File: src/rtl/pipeline_hazard_ctrl.sv
// Pipeline hazard controller: load-use and control-dependency stall counting,
// back-pressure freeze, branch-mispredict and exception flush generation.
module pipeline_hazard_ctrl #(
  parameter int unsigned REG_AW          = 5,
  parameter int unsigned LOAD_USE_STALL  = 1,
  parameter int unsigned LOAD_CTRL_STALL = 2,
  parameter int unsigned ALU_CTRL_STALL  = 1,
  parameter int unsigned MAX_STALL       = 4
) (
  input  logic                             clk,
  input  logic                             rst,
  input  logic                             id_attempt_branch,
  input  logic                             id_branch_taken,
  input  logic                             id_predict_taken,
  input  logic                             id_is_jalr,
  input  logic [REG_AW-1:0]                id_rs1,
  input  logic [REG_AW-1:0]                id_rs2,
  input  logic                             ex_reg_write,
  input  logic                             ex_mem_read,
  input  logic [REG_AW-1:0]                ex_rd,
  input  logic                             ex_busy,
  input  logic                             mem_req,
  input  logic                             mem_ready,
  input  logic                             exc_valid,
  output logic                             stall_if,
  output logic                             bubble_ex,
  output logic                             stall_back,
  output logic                             flush_if,
  output logic                             mispredict,
  output logic                             exc_flush,
  output logic [$clog2(MAX_STALL+1)-1:0]   stall_cnt
);

  localparam int unsigned CW = $clog2(MAX_STALL + 1);

  if (MAX_STALL < 1) begin : g_bad_max
    $error("MAX_STALL must be at least 1");
  end
  if (LOAD_USE_STALL > MAX_STALL) begin : g_bad_lu
    $error("LOAD_USE_STALL exceeds MAX_STALL");
  end
  if (LOAD_CTRL_STALL > MAX_STALL) begin : g_bad_lc
    $error("LOAD_CTRL_STALL exceeds MAX_STALL");
  end
  if (ALU_CTRL_STALL > MAX_STALL) begin : g_bad_ac
    $error("ALU_CTRL_STALL exceeds MAX_STALL");
  end

  typedef enum logic {
    IDLE  = 1'b0,
    COUNT = 1'b1
  } state_e;

  state_e          state_q, state_d;
  logic [CW-1:0]   cnt_q, cnt_d;
  logic [CW-1:0]   demand;
  logic            dep_hit;
  logic            is_ctrl;
  logic            freeze;
  logic            mp_cond;

  // Hazard demand: JALR only reads rs1, so rs2 matches are ignored for it.
  always_comb begin
    dep_hit = (ex_rd != '0) &&
              ((ex_rd == id_rs1) || (!id_is_jalr && (ex_rd == id_rs2)));
    is_ctrl = id_attempt_branch | id_is_jalr;
    demand  = '0;
    if (ex_mem_read && dep_hit && is_ctrl) begin
      demand = CW'(LOAD_CTRL_STALL);
    end else if (ex_mem_read && dep_hit) begin
      demand = CW'(LOAD_USE_STALL);
    end else if (ex_reg_write && dep_hit && is_ctrl) begin
      demand = CW'(ALU_CTRL_STALL);
    end
    freeze  = ex_busy | (mem_req & ~mem_ready);
    mp_cond = id_attempt_branch & (id_branch_taken ^ id_predict_taken);
  end

  // Next-state and outputs; exception beats reset-idle beats freeze beats stall.
  always_comb begin
    state_d    = state_q;
    cnt_d      = cnt_q;
    stall_if   = 1'b0;
    bubble_ex  = 1'b0;
    stall_back = 1'b0;
    mispredict = 1'b0;
    if (exc_valid) begin
      bubble_ex = 1'b1;
      state_d   = IDLE;
      cnt_d     = '0;
    end else if (rst) begin
      state_d = IDLE;
      cnt_d   = '0;
    end else if (freeze) begin
      stall_back = 1'b1;
      stall_if   = 1'b1;
    end else begin
      case (state_q)
        IDLE: begin
          if (demand != '0) begin
            stall_if  = 1'b1;
            bubble_ex = 1'b1;
            if (demand > CW'(1)) begin
              state_d = COUNT;
              cnt_d   = demand - CW'(1);
            end
          end else begin
            mispredict = mp_cond;
          end
        end
        COUNT: begin
          stall_if  = 1'b1;
          bubble_ex = 1'b1;
          cnt_d     = cnt_q - CW'(1);
          if (cnt_q <= CW'(1)) begin
            state_d = IDLE;
            cnt_d   = '0;
          end
        end
        default: begin
          state_d = IDLE;
          cnt_d   = '0;
        end
      endcase
    end
    exc_flush = exc_valid;
    flush_if  = mispredict | exc_valid;
  end

  always_ff @(posedge clk or posedge rst) begin
    if (rst) begin
      state_q <= IDLE;
      cnt_q   <= '0;
    end else begin
      state_q <= state_d;
      cnt_q   <= cnt_d;
    end
  end

  assign stall_cnt = cnt_q;

endmodule

File: config.mk
export PLATFORM = sky130hd
export DESIGN_NAME = pipeline_hazard_ctrl
export DESIGN_NICKNAME = d
export VERILOG_FILES = /design/src/rtl/pipeline_hazard_ctrl.sv
export SDC_FILE = /design/constraint.sdc
export NUM_CORES = 1
export LEC_CHECK = 0
export ABC_CLOCK_PERIOD_IN_PS = 3300
export BUFFER_PORTS_ARGS = -buffer_cell sky130_fd_sc_hd__buf_2
export CAP_MARGIN = 0
export CORE_MARGIN = 3
export CORE_UTILIZATION = 40
export DETAILED_ROUTE_END_ITERATION = 10
export GPL_TIMING_DRIVEN = 0
export PLACE_DENSITY_LB_ADDON = 0.15
export SYNTH_ARGS = -nofsm -noshare
export SYNTH_HDL_FRONTEND = slang
export SYNTH_SLANG_ARGS = --single-unit
File: constraint.sdc
create_clock -name clk -period 3.3 [get_ports clk]
set_input_delay 0.165 -clock clk [delete_from_list [all_inputs] [get_ports clk]]
set_output_delay 0.165 -clock clk [all_outputs]
set_load 0.05 [all_outputs]
==> impl_summary.md, run 1 <==
Power and ir drop
After layout, the design draws a total of about 180 uW. Per report_power, the sequential group accounts for between 20% and 30% of the total. The leakage dissipation is roughly 0.00037 uW. In this run the power density over the cells is about 220 nW/um2. Summed over all nets, the switching power comes to ~58 uW. The internal power of the cells is between 100 and 150 uW. Combinational cells account for between 30% and 40% of the total power. The switching share of total power is approximately 33%.

The clock share of power is roughly a third. VDD sags by at most 0.138 mV.

Cells and area
In the layout the commonest cells are sky130_fd_sc_hd__buf_2 (35), sky130_fd_sc_hd__xor2_1 (9), sky130_fd_sc_hd__nor2_1 (8), sky130_fd_sc_hd__inv_1 (5), sky130_fd_sc_hd__a21oi_1 (5). The layout-stage area growth over the synthesis result is 39.3%. Cells fill between 60% and 70% of the core in the end. The number of inserted diodes is 0. Leaving out fill and tap cells, the most frequent cell in the layout is sky130_fd_sc_hd__buf_2. The share of layout cells above drive strength 1 is between 30 and 40%. The final layout net count is between 100 and 150.

The final non-filler cell area is between 800 and 900 um2.

Logic synthesis
Yosys printed 0 warnings. The cell count after synthesis came out at 77. The number of different library cells used by synthesis comes to 33. After synthesis, flip-flops and latches occupy ~17% of the total area. The mean instance size in the synthesized netlist is about 7.5 um2. By area the synthesized netlist is led by sky130_fd_sc_hd__dfrtp_1 (17%), sky130_fd_sc_hd__xor2_1 (14%), sky130_fd_sc_hd__ha_1 (6.5%). The top cell type's share of synthesized area is around 17%. The biggest area contributor in the post-synthesis netlist is sky130_fd_sc_hd__dfrtp_1. After synthesis the netlist holds a flip-flop and latch count of 4. Synthesis produced a netlist with a net count of approximately 110. After synthesis the cells add up to between 500 and 600 um2.

Run status
The run finished with clean final reports.

Floorplanning
The number of primary I/O pins is 36. The floorplan step defined a core boundary enclosing between 1000 and 1500 um2. Measured along the y axis, the die boundary spans approximately 44 um. The area of the die is a little under 2000 um2. The number of standard-cell rows in the floorplan is 13. The starting utilization of the core area is between 40 and 50%. The die span in x is between 40 and 50 um.

Detailed routing
In this run, the number of DRC markers left after iteration 0 of detailed routing was 15. The number of iterations in the first detailed-routing pass is 4. The total via count in the routed design is between 600 and 700. The post-detailed-route DRC marker count is 0. The detail route stage leaves a number of antenna-violating nets equal to 0. The via count normalized by instance count is between 5 and 6. Summed over all layers, the routed wires come to 1460 um. Dividing the detail-routed wire length by the instance count gives ~11 um.

Critical path
The worst setup path is captured at an output port. STA classifies the critical path startpoint as a primary input. The highest-delay cell along the critical path is sky130_fd_sc_hd__or3_2.

The endpoint identified for the worst register-to-register timing path is stall_cnt[1]$_DFFE_PP0P_. The worst setup path startpoint is ex_rd[3]. The critical path goes through buf_2 > xor2_1 > nor4_1 > a32oi_1 > or3_2 > ha_1 > nor2b_1 > or3_1 > o21bai_1 > buf_2. The cell seen most often among critical-path stages is sky130_fd_sc_hd__buf_2. The category of the critical setup timing path is in2out. Together, buffers and inverters on the worst path number 2. The path length in cells of the critical path is 10. The beginning of the worst register-to-register path is stall_cnt[0]$_DFFE_PP0P_. Data on the critical path arrives at its endpoint at ~2.5 ns. On the critical path the largest part of the delay comes from simple AND/OR/NAND/NOR gates. At the worst endpoint, the required time is 3.13 ns. The highest cell delay on the worst timing path is about 0.50 ns. In this run the worst setup path terminates at bubble_ex. For the worst flop-to-flop path, the logic depth is 7. The worst register-to-register path has a setup slack of 1.64 ns. The largest driver fanout on the critical path is 4.

GRT
The maximum number of pins on one net before global-route repair is 9. The first global-routing pass estimated around 2300 um of wire. The via count of the first global-routing pass is 590.

The overall global routing resource usage is 15.7%. The number of antenna violations at the first check in global routing is 0. The final global-route overflow total is 0.

Job
The number of violations of the max-capacitance limit is 0.

Clock tree
The number of hold buffers added after CTS was 1. The clock latency on the worst-skew pair is about 0.23 ns. The deepest level of the CTS H-tree is 1. Gates resized during post-CTS repair numbered 0. The clock net in this run drives a total of 4 sinks. The clock tree root driver cell is sky130_fd_sc_hd__clkbuf_4. The number of buffers added for setup after CTS is 0. The number of buffers inserted during clock tree synthesis is 3.

The clock passes through at most 2 buffers. The clock-pin slew reported for the worst setup and hold paths after clock tree synthesis is 0.04 ns. TritonCTS built the clock tree.

Placed design
At the end of routability-driven placement, the weighted congestion stood at between 0.7 and 0.8. The post-placement cell area is between 700 and 800 um2. The detailed-placement wirelength estimate is roughly 1200 um. In this run the tool buffered the top-level ports with 35 buffer cells.

STA
For the pin with the worst max-slew slack, the measured transition is between 0.4 and 0.5 ns. The count of endpoints failing hold in the final timing report came to 0. The number of max-slew violations in the final report is 0.

Adding up every negative setup slack in the final design gives 0 ns. Setup violations remaining at the end of the flow were counted as 0. Setup repair after global routing left no endpoint under its margin. Counting I/O delays and the setup requirement, the final critical path takes around 2.7 ns. In this run the tightest slew margin relative to its limit is ~67%. The final clock skew is between 0.0001 and 0.00015 ns. The maximum achievable frequency is approximately 0.37 GHz. The worst path uses between 80% and 90% of the clock period.

Hold path
The path category of the worst min-delay check is in2reg.
## logic make-up after synthesis
| kind of cell | after synthesis | share of synthesized area, % |
|---|---|---|
| AO/OA/AOI/OAI | 21 | 24.3 |
| XOR/XNOR | 11 | 16.7 |
| adder cells (fa/ha/maj) | 3 | 6.51 |
| buffers and inverters | 7 | 5.21 |
| flip-flops | 4 | 17.4 |
| multiplexers | 1 | 1.74 |
| AND/OR/NAND/NOR | 30 | 28.2 |
## flip-flops by register name (all words and copies together), names as in the netlist
signal / cells
stall_cnt: 3
state_q: 1
## metal layers
layer | wire (um) | share of wire (%) | up-vias | GRT usage, %
li1 | - | - | 362 | -
met1 | 729 | 50 | 293 | 21.0
met2 | 632 | 43 | 26 | 24.4
met3 | 79 | 5.4 | 3 | 1.24
met4 | 18 | 1.2 | 0 | 9.04
met5 | 0 | 0 | - | 0
## through the flow
stage	setup WS [ns]	std cells	hold slack [ns]
2_1_floorplan	0.531	77	-0.0689
3_3_place_gp	0.644	127	0.0937
3_5_place_dp	0.610	127	0.102
4_1_cts	0.618	131	0.281
5_1_grt	0.481	131	0.320
6_report	0.596	131	0.288
## how the worst min path moves through the flow
stage | endpoint | slack [ns] | startpoint | cells after the start
after CTS | state_q$_DFFE_PP0P_ | 0.28 | exc_valid | 4
final | state_q$_DFFE_PP0P_ | 0.29 | exc_valid | 4
after detailed placement | state_q$_DFFE_PP0P_ | 0.10 | rst | 2
after global routing | state_q$_DFFE_PP0P_ | 0.32 | exc_valid | 4
after floorplan | stall_cnt[0]$_DFFE_PP0P_ | -0.07 | rst | 1
after global placement | state_q$_DFFE_PP0P_ | 0.09 | rst | 2
## worst register-to-register path, delay by kind of cell, from the launching register on
kind | cells | cell delay [ns]
AOI/OAI and AO/OA | 3 | 0.35
DFF | 1 | 0.41
buffers and inverters | 1 | 0.07
adders and majority gates | 1 | 0.29
and+or+nand+nor | 2 | 0.47
## power groups by stage
| stage | logic, uW | registers (uW) | clock network (uW) |
|---|---|---|---|
| after floorplan | 37.7 | 50.1 | 0 |
| after global placement | 64.6 | 50.1 | 0 |
| after detailed placement | 65.6 | 50.1 | 0 |
| after CTS | 66.7 | 49.5 | 62.3 |
| after global routing | 73.2 | 49.4 | 66.0 |
| final | 66.5 | 49.5 | 59.5 |
## cells in the mapped netlist
| cell type | number |
|---|---|
| sky130_fd_sc_hd__o22ai_1 | 1 |
| sky130_fd_sc_hd__nor4_1 | 2 |
| sky130_fd_sc_hd__buf_4 | 1 |
| sky130_fd_sc_hd__nand3_1 | 1 |
| sky130_fd_sc_hd__or4_1 | 1 |
| sky130_fd_sc_hd__or3_4 | 1 |
| sky130_fd_sc_hd__nand4_1 | 1 |
| sky130_fd_sc_hd__xnor2_1 | 2 |
| sky130_fd_sc_hd__nor3b_1 | 1 |
| sky130_fd_sc_hd__xor2_1 | 9 |
| sky130_fd_sc_hd__a2bb2oi_1 | 1 |
| sky130_fd_sc_hd__o2bb2ai_1 | 1 |
| sky130_fd_sc_hd__nand2_1 | 3 |
| sky130_fd_sc_hd__o21ai_0 | 3 |
| sky130_fd_sc_hd__nor2b_1 | 3 |
| sky130_fd_sc_hd__or3_2 | 1 |
| sky130_fd_sc_hd__inv_1 | 5 |
| sky130_fd_sc_hd__o211ai_1 | 2 |
| sky130_fd_sc_hd__ha_1 | 3 |
| sky130_fd_sc_hd__o21bai_1 | 3 |
| sky130_fd_sc_hd__nor3_1 | 4 |
| sky130_fd_sc_hd__mux2i_1 | 1 |
| sky130_fd_sc_hd__clkbuf_1 | 1 |
| sky130_fd_sc_hd__nand2b_1 | 1 |
| sky130_fd_sc_hd__dfrtp_1 | 4 |
| sky130_fd_sc_hd__a31oi_1 | 2 |
| sky130_fd_sc_hd__or2_2 | 1 |
| sky130_fd_sc_hd__or3_1 | 2 |
| sky130_fd_sc_hd__a32oi_1 | 1 |
| sky130_fd_sc_hd__o311ai_0 | 1 |
| sky130_fd_sc_hd__o21ai_2 | 1 |
| sky130_fd_sc_hd__a21oi_1 | 5 |
| sky130_fd_sc_hd__nor2_1 | 8 |
## final cells by class
type | instances | area (um2)
plain buffers | 2 | 11.3
clock buffers | 3 | 22.5
fillers | 136 | 531
inverters | 5 | 18.8
multi-input cells | 66 | 447
flip-flops and latches | 4 | 100
well taps | 15 | 18.8
repair buffers | 36 | 185
(Power assumes the default switching activity.)
==> run 2: changes to the inputs <==
--- a/config.mk
+++ b/config.mk
@@ -5,11 +5,11 @@
 export SDC_FILE = /design/constraint.sdc
 export NUM_CORES = 1
 export LEC_CHECK = 0
-export ABC_CLOCK_PERIOD_IN_PS = 3300
+export ABC_CLOCK_PERIOD_IN_PS = 2400
 export BUFFER_PORTS_ARGS = -buffer_cell sky130_fd_sc_hd__buf_2
 export CAP_MARGIN = 0
 export CORE_MARGIN = 3
-export CORE_UTILIZATION = 40
+export CORE_UTILIZATION = 37
 export DETAILED_ROUTE_END_ITERATION = 10
 export GPL_TIMING_DRIVEN = 0
 export PLACE_DENSITY_LB_ADDON = 0.15
==> constraint.sdc (replaced) <==
create_clock -name clk -period 2.4 [get_ports clk]
set_input_delay 0.12 -clock clk [delete_from_list [all_inputs] [get_ports clk]]
set_output_delay 0.12 -clock clk [all_outputs]
set_load 0.05 [all_outputs]
==> impl_summary.md, run 2 (synthesis gave the netlist of run 1 again) <==
Run status
The flow ran to the end, and the final reports show no timing, DRC or antenna violations.

Cells and area
The number of inserted diodes was 0 (unchanged). The fill cell total of the finished layout is 121 (-11%). The final layout net count is 158 (+6.8%).

Leaving out fill and tap cells, the most frequent cells in the layout are sky130_fd_sc_hd__buf_2 (31), sky130_fd_sc_hd__buf_4 (14), sky130_fd_sc_hd__xor2_1 (9), sky130_fd_sc_hd__nor2_1 (8). The utilization after layout was 66.6% (+6.4 points). The number of flip-flops under the largest register name is 3 (unchanged).

The layout-stage area growth over the synthesis result is 59.7%. The most common cell after layout, fill and taps aside is sky130_fd_sc_hd__buf_2. The share of layout cells above drive strength 1 is 46.0% (+9.0 points).

GRT
The via count of the first global-routing pass was 702 (+19%). The first-pass GRT wire length is 2740 um (+18%). The final global-route overflow total was 0 (unchanged).

The number of antenna violations at the first check in global routing came to 0 (unchanged). The maximum number of pins on one net before global-route repair is 9 (unchanged). The overall global routing resource usage is 18.1% (+2.4 points).

STA
The ratio of final minimum period to clock period is between 90% and 100%. The final clock skew was 0.00645 ns (+0.00630 ns). The count of final setup violators is 0 (unchanged). The count of endpoints failing hold in the final timing report is 0 (unchanged). The worst max-slew margin expressed relative to the limit was 66.3% (-0.39 points). Setup repair after global routing left no endpoint under its margin.

The smallest clock period supported by the final layout is computed as 2.30 ns. The number of max-slew violations in the final report is 0 (unchanged). The actual slew at the worst max-slew pin came to 0.504 ns (+0.00582 ns). The maximum achievable frequency is about 0.43 GHz.

Placed design
The final estimated routing congestion in global placement is 0.760 (+0.97%). The detailed-placement wirelength estimate is 1210 um (-0.35%). The count of input and output buffers is 35 (unchanged).

Clock tree
The deepest level of the CTS H-tree was 1 (unchanged). The clock tree from TritonCTS is built. Clock tree synthesis selected as its root buffer the cell sky130_fd_sc_hd__clkbuf_4. The number of buffers on the longest clock path came to 2 (unchanged). The clock-pin slew reported for the worst setup and hold paths after clock tree synthesis is 0.04 ns (about the same).

The number of buffers inserted during clock tree synthesis is 3 (unchanged). The clock latency on the worst-skew pair came to 0.25 ns (+0.02 ns). The clock sink count came to 4 (unchanged).

Floorplanning
The number of primary I/O pins is 36 (unchanged). The die span in x is 45.5 um (+3.4%). The number of standard-cell rows in the floorplan came to 13 (unchanged). The area inside the core boundary was 1380 um2 (+3.7%). The starting utilization of the core area is 41.7% (-1.5 points). The area of the die came to 2070 um2 (+7.0%). The vertical extent of the die is 45.5 um (+3.4%).

Detailed routing
The detailed router's first-iteration violation count was 11 (-4). The detailed-route wire length is 1700 um (+17%). The number of iterations in the first detailed-routing pass came to 4 (unchanged). The post-detailed-route DRC marker count is 0 (unchanged).

The detailed route wirelength on metal2 came to 872 um (+38%). The highest routed metal layer is met3. The remaining number of nets flagged by the antenna check after routing was 0 (unchanged).

The detailed-route wire length per cell is 12.1 um (+8.2%). The via count normalized by instance count came to 5.34 (+2.3%). The routed wire length on met3 is 174 um (+120%). The detailed-routing wirelength on met1 is 654 um (-10%).

The total via count in the routed design is 753 (+10%).

Critical path
The nature of the critical path startpoint is a primary input. The depth of the worst register-to-register path was 7 (unchanged). The data arrival time of the critical path is 2.18 ns (-0.36 ns). The required arrival time at the worst endpoint is 2.28 ns (-0.85 ns). By startpoint and endpoint, the worst setup path is classified as in2out.

The largest driver fanout on the critical path came to 4 (unchanged). STA classifies the critical path endpoint as an output port.

Power and ir drop
The total chip power was 266 uW (+52%). The leakage dissipation is 0.000437 uW (+17%). The worst vdd rail ir drop came to 0.315 mV (+130%). The ratio of total power to cell area is 289 nW/um2 (+32%).

Job
The number of violations of the max-capacitance limit is 0 (unchanged).

Hold path
The path category of the worst min-delay check is in2reg. The instance count along the most critical hold path was 4 (unchanged).
## run 2: through the flow
step	setup TNS (ns)	setup slack [ns]	hold slack [ns]	instances	area, um2
floorplan	-0.00103	-0.00103	-0.114	77	581
CTS	0	0.00884	0.231	141	907
global route	0	0.0218	0.262	141	921
finish	0	0.0960	0.227	141	921
detailed placement	-0.543	-0.282	0.0579	127	774
global placement	-0.524	-0.291	0.0565	127	774
## run 2: worst max-delay path, stage by stage
cell and delay (ns):
sky130_fd_sc_hd__buf_4 0.12, sky130_fd_sc_hd__xor2_1 0.14, sky130_fd_sc_hd__nor4_1 0.28, sky130_fd_sc_hd__a32oi_1 0.13, sky130_fd_sc_hd__or3_4 0.42, sky130_fd_sc_hd__ha_2 0.20
sky130_fd_sc_hd__nor2b_4 0.14, sky130_fd_sc_hd__or3_4 0.35, sky130_fd_sc_hd__o21bai_2 0.13, sky130_fd_sc_hd__buf_6 0.17
## run 2: routing by layer
| layer | global-route usage [%] | up-vias |
|---|---|---|
| met1 | 18.5 | 338 |
| met5 | 0 | - |
| met2 | 34.0 | 35 |
| li1 | - | 380 |
| met4 | 1.17 | 0 |
| met3 | 8.70 | 0 |
## run 2: final timing paths
kind | slack, ns | from | end
min reg2reg | 0.62 | stall_cnt[2]$_DFFE_PP0P_ | stall_cnt[2]$_DFFE_PP0P_
min | 0.23 | exc_valid | state_q$_DFFE_PP0P_
max in group asynchronous | 1.88 | rst | stall_cnt[0]$_DFFE_PP0P_
min in group asynchronous | 0.35 | rst | state_q$_DFFE_PP0P_
max | 0.1 | ex_rd[3] | bubble_ex
max reg2reg | 0.76 | stall_cnt[0]$_DFFE_PP0P_ | stall_cnt[1]$_DFFE_PP0P_
## run 2: layout make-up
| cell class | count | area [um2] | area share [%] |
|---|---|---|---|
| multi-input cells | 66 | 475 | 51.6 |
| repair buffers | 46 | 274 | 29.8 |
| flip-flops and latches | 4 | 100 | 10.9 |
| clock buffers | 3 | 22.5 | 2.45 |
| inverters | 5 | 18.8 | 2.04 |
| well taps | 15 | 18.8 | 2.04 |
| plain buffers | 2 | 11.3 | 1.22 |
## run 2: where the power goes
group	leakage (uW)	internal, uW	switching [uW]
Sequential	0.0000559	67.8	0.161
Combinational	0.000367	50.9	57.4
Clock	0.0000138	56.3	33.5
Total	0.000437	175	91.1
## run 2: repair_timing
item,4_1_cts,5_1_grt
pin swaps,8,8
hold buffers,1,0
endpoints found under the setup margin,2,2
setup buffers,11,1
resized for setup,8,3
hold endpoints to repair,4,0
==> run 3: changes to the inputs <==
--- a/config.mk
+++ b/config.mk
@@ -5,13 +5,14 @@
 export SDC_FILE = /design/constraint.sdc
 export NUM_CORES = 1
 export LEC_CHECK = 0
-export ABC_CLOCK_PERIOD_IN_PS = 2400
+export ABC_CLOCK_PERIOD_IN_PS = 1900
 export BUFFER_PORTS_ARGS = -buffer_cell sky130_fd_sc_hd__buf_2
 export CAP_MARGIN = 0
 export CORE_MARGIN = 3
 export CORE_UTILIZATION = 37
 export DETAILED_ROUTE_END_ITERATION = 10
 export GPL_TIMING_DRIVEN = 0
+export HOLD_SLACK_MARGIN = 0.02
 export PLACE_DENSITY_LB_ADDON = 0.15
 export SYNTH_ARGS = -nofsm -noshare
 export SYNTH_HDL_FRONTEND = slang
==> constraint.sdc (replaced) <==
create_clock -name clk -period 1.9 [get_ports clk]
set_input_delay 0.095 -clock clk [delete_from_list [all_inputs] [get_ports clk]]
set_output_delay 0.095 -clock clk [all_outputs]
set_load 0.05 [all_outputs]
==> impl_summary.md, run 3 (synthesis gave the netlist of run 1 again) <==
STA
The actual slew at the worst max-slew pin is 0.540 ns (+0.0360 ns). The final clock skew is 0.00399 ns (-0.00246 ns). The number of max-slew violations in the final report was 0 (unchanged).

Based on the critical path, the design can be clocked at up to 0.461 GHz. Setup repair after global routing could not meet its margin everywhere. The time the final worst path needs with I/O delays and setup is 2.17 ns.

The worst max-slew margin expressed relative to the limit is 63.9% (-2.4 points). The count of final setup violators is 6 (+6). The worst hold margin was 0.221 ns (-0.00631 ns).

The count of endpoints failing hold in the final timing report was 0 (unchanged). The final setup slack of the worst path was -0.269 ns (-0.365 ns). The ratio of final minimum period to clock period is 114%.

Critical path
The beginning of the worst register-to-register path is stall_cnt[0]$_DFFE_PP0P_. The worst setup path is captured at a register. The data arrival time of the critical path is 2.33 ns (+0.15 ns). The endpoint identified for the worst register-to-register timing path is stall_cnt[1]$_DFFE_PP0P_. The required arrival time at the worst endpoint is 2.06 ns (-0.22 ns).

The critical path is of the in2reg type. The nature of the critical path startpoint is a primary input. The depth of the worst register-to-register path is 7 (unchanged). The flop-to-flop setup slack is 0.19 ns (-0.57 ns). The largest driver fanout on the critical path is 3 (-1).

Power and ir drop
The leakage dissipation is 0.000496 uW (+14%). The worst vdd rail ir drop is 0.346 mV (+9.9%). The total chip power is 366 uW (+38%).

The ratio of total power to cell area was 335 nW/um2 (+16%).

Floorplanning
The vertical extent of the die was 45.5 um (unchanged). The die span in x was 45.5 um (unchanged). The number of primary I/O pins is 36 (unchanged). The area inside the core boundary was 1380 um2 (unchanged). The number of standard-cell rows in the floorplan was 13 (unchanged).

The area of the die came to 2070 um2 (unchanged). The starting utilization of the core area is 41.7% (unchanged).

Detailed routing
The detailed router's first-iteration violation count is 7 (-4). The detailed-routing wirelength on met1 was 720 um (+10%). The detailed-route wire length is 1990 um (+17%).

The highest routed metal layer is met4. The total via count in the routed design is 801 (+6.4%). The via count normalized by instance count was 5.45 (+2.0%). The detailed-route wire length per cell came to 13.5 um (+12%).

The remaining number of nets flagged by the antenna check after routing came to 0 (unchanged). The routed wire length on met3 is 165 um (-5.2%). The detailed route wirelength on metal2 is 1060 um (+22%). The post-detailed-route DRC marker count is 0 (unchanged).

The number of iterations in the first detailed-routing pass was 4 (unchanged).

Placed design
The final estimated routing congestion in global placement is 0.747 (-1.8%). The detailed-placement wirelength estimate was 1330 um (+9.9%). The count of input and output buffers is 35 (unchanged).

The number of placed instances with taps included was 127 (unchanged).

GRT
The first-pass GRT wire length is 3200 um (+17%). The maximum number of pins on one net before global-route repair is 9 (unchanged). The overall global routing resource usage is 21.5% (+3.5 points). The final global-route overflow total was 0 (unchanged). The number of antenna violations at the first check in global routing was 0 (unchanged). The via count of the first global-routing pass is 790 (+13%).

Hold path
The end point of the most critical hold path is state_q$_DFFE_PP0P_. The worst hold path begins at exc_valid. The min-delay analysis places its worst path in the category in2reg.

The instance count along the most critical hold path is 4 (unchanged).

Clock tree
The deepest level of the CTS H-tree was 1 (unchanged). The clock tree root driver cell is sky130_fd_sc_hd__clkbuf_4. The clock-pin slew reported for the worst setup and hold paths after clock tree synthesis is 0.04 ns (about the same).

The clock latency on the worst-skew pair was 0.25 ns (about the same). The clock tree from TritonCTS is built. The clock sink count is 4 (unchanged). The number of buffers inserted during clock tree synthesis is 3 (unchanged). The number of buffers on the longest clock path is 2 (unchanged).

Cells and area
The share of layout cells above drive strength 1 came to 55.3% (+9.3 points). In the layout the commonest cells are sky130_fd_sc_hd__buf_2 (27), sky130_fd_sc_hd__buf_4 (15), sky130_fd_sc_hd__xor2_1 (9), sky130_fd_sc_hd__buf_6 (7), sky130_fd_sc_hd__nor2_1 (6). The number of flip-flops under the largest register name is 3 (unchanged). Leaving out fill and tap cells, the most frequent cell in the layout is sky130_fd_sc_hd__buf_2. The area used by multi-input combinational logic was 547 um2 (+15%).

The final layout net count was 164 (+3.8%). The number of inserted diodes is 0 (unchanged). The final cell count without fillers is 147 (+4.3%). The fill cell total of the finished layout was 91 (-25%). The layout-stage area growth over the synthesis result is 89.4%. The sequential standard cell area is 100 um2 (unchanged).

Job
The number of violations of the max-capacitance limit is 0 (unchanged).

Run status
The run finished, with violations left. The checks that failed: setup timing.
[run 3: cell types whose count changed in the layout (fill, tap and decap cells not counted), moves of 2 or more]
| cell | delta |
|---|---|
| sky130_fd_sc_hd__buf_6 | +6 |
| sky130_fd_sc_hd__buf_2 | -4 |
| sky130_fd_sc_hd__buf_8 | +3 |
| sky130_fd_sc_hd__nor2_1 | -2 |
| sky130_fd_sc_hd__o21bai_4 | +2 |
[run 3: final cells by class]
type	instances	share of cell area, %
clock buffer	3	2.06
sequential	4	9.16
tap	15	1.72
multi-input combinational	66	50.1
buffer	2	1.03
inverter	5	1.72
timing repair buffer	52	34.2
[run 3: how the worst max path moves through the flow]
stage	start	end	depth (start not counted)
after CTS	ex_rd[3]	bubble_ex	10
after global placement	ex_rd[2]	stall_cnt[1]$_DFFE_PP0P_	11
after global routing	ex_rd[2]	stall_cnt[1]$_DFFE_PP0P_	14
after detailed placement	ex_rd[2]	stall_cnt[1]$_DFFE_PP0P_	11
final	ex_rd[2]	stall_cnt[1]$_DFFE_PP0P_	14
after floorplan	ex_rd[2]	stall_cnt[1]$_DFFE_PP0P_	10
[run 3: stage by stage]
| stage | util (%) | instance area (um2) | setup TNS (ns) | setup slack [ns] |
|---|---|---|---|---|
| floorplan | - | 629 | -0.624 | -0.279 |
| global placement | 59.5 | 823 | -2.16 | -0.650 |
| detailed placement | 59.5 | 823 | -2.36 | -0.656 |
| CTS | 75.3 | 1040 | -1.03 | -0.269 |
| global route | 79.0 | 1090 | -1.63 | -0.367 |
| finish | 79.0 | 1090 | -1.04 | -0.269 |
[run 3: where the power goes]
part	leakage (uW)	internal [uW]	switching, uW
Clock	0.0000138	70.9	39.0
Sequential	0.0000559	85.8	0.202
Combinational	0.000427	84.0	86.5
Total	0.000496	241	126
[run 3: worst max-delay path, stage by stage]
cell and delay [ns]:
sky130_fd_sc_hd__buf_6 0.10, sky130_fd_sc_hd__xor2_1 0.16, sky130_fd_sc_hd__nor4_2 0.29, sky130_fd_sc_hd__a32oi_2 0.11
sky130_fd_sc_hd__buf_4 0.16, sky130_fd_sc_hd__buf_4 0.12, sky130_fd_sc_hd__buf_4 0.12, sky130_fd_sc_hd__buf_4 0.12
sky130_fd_sc_hd__buf_4 0.13, sky130_fd_sc_hd__buf_4 0.12, sky130_fd_sc_hd__buf_4 0.12, sky130_fd_sc_hd__buf_4 0.13
sky130_fd_sc_hd__or3_1 0.37, sky130_fd_sc_hd__a31oi_1 0.18
[run 3: timing repair]
action | CTS | global route
pin swaps | 9 | 7
endpoints found under the hold margin | 4 | 0
hold buffers | 1 | 0
setup buffers | 14 | 2
resized for setup | 23 | 7
endpoints found under the setup margin | 6 | 6
[run 3: metal layers]
layer  vias up  GRT usage (%)
met1       370           22.3
met5         -              0
met3         6           6.32
met2        34           39.6
li1        391              -
met4         0           8.77
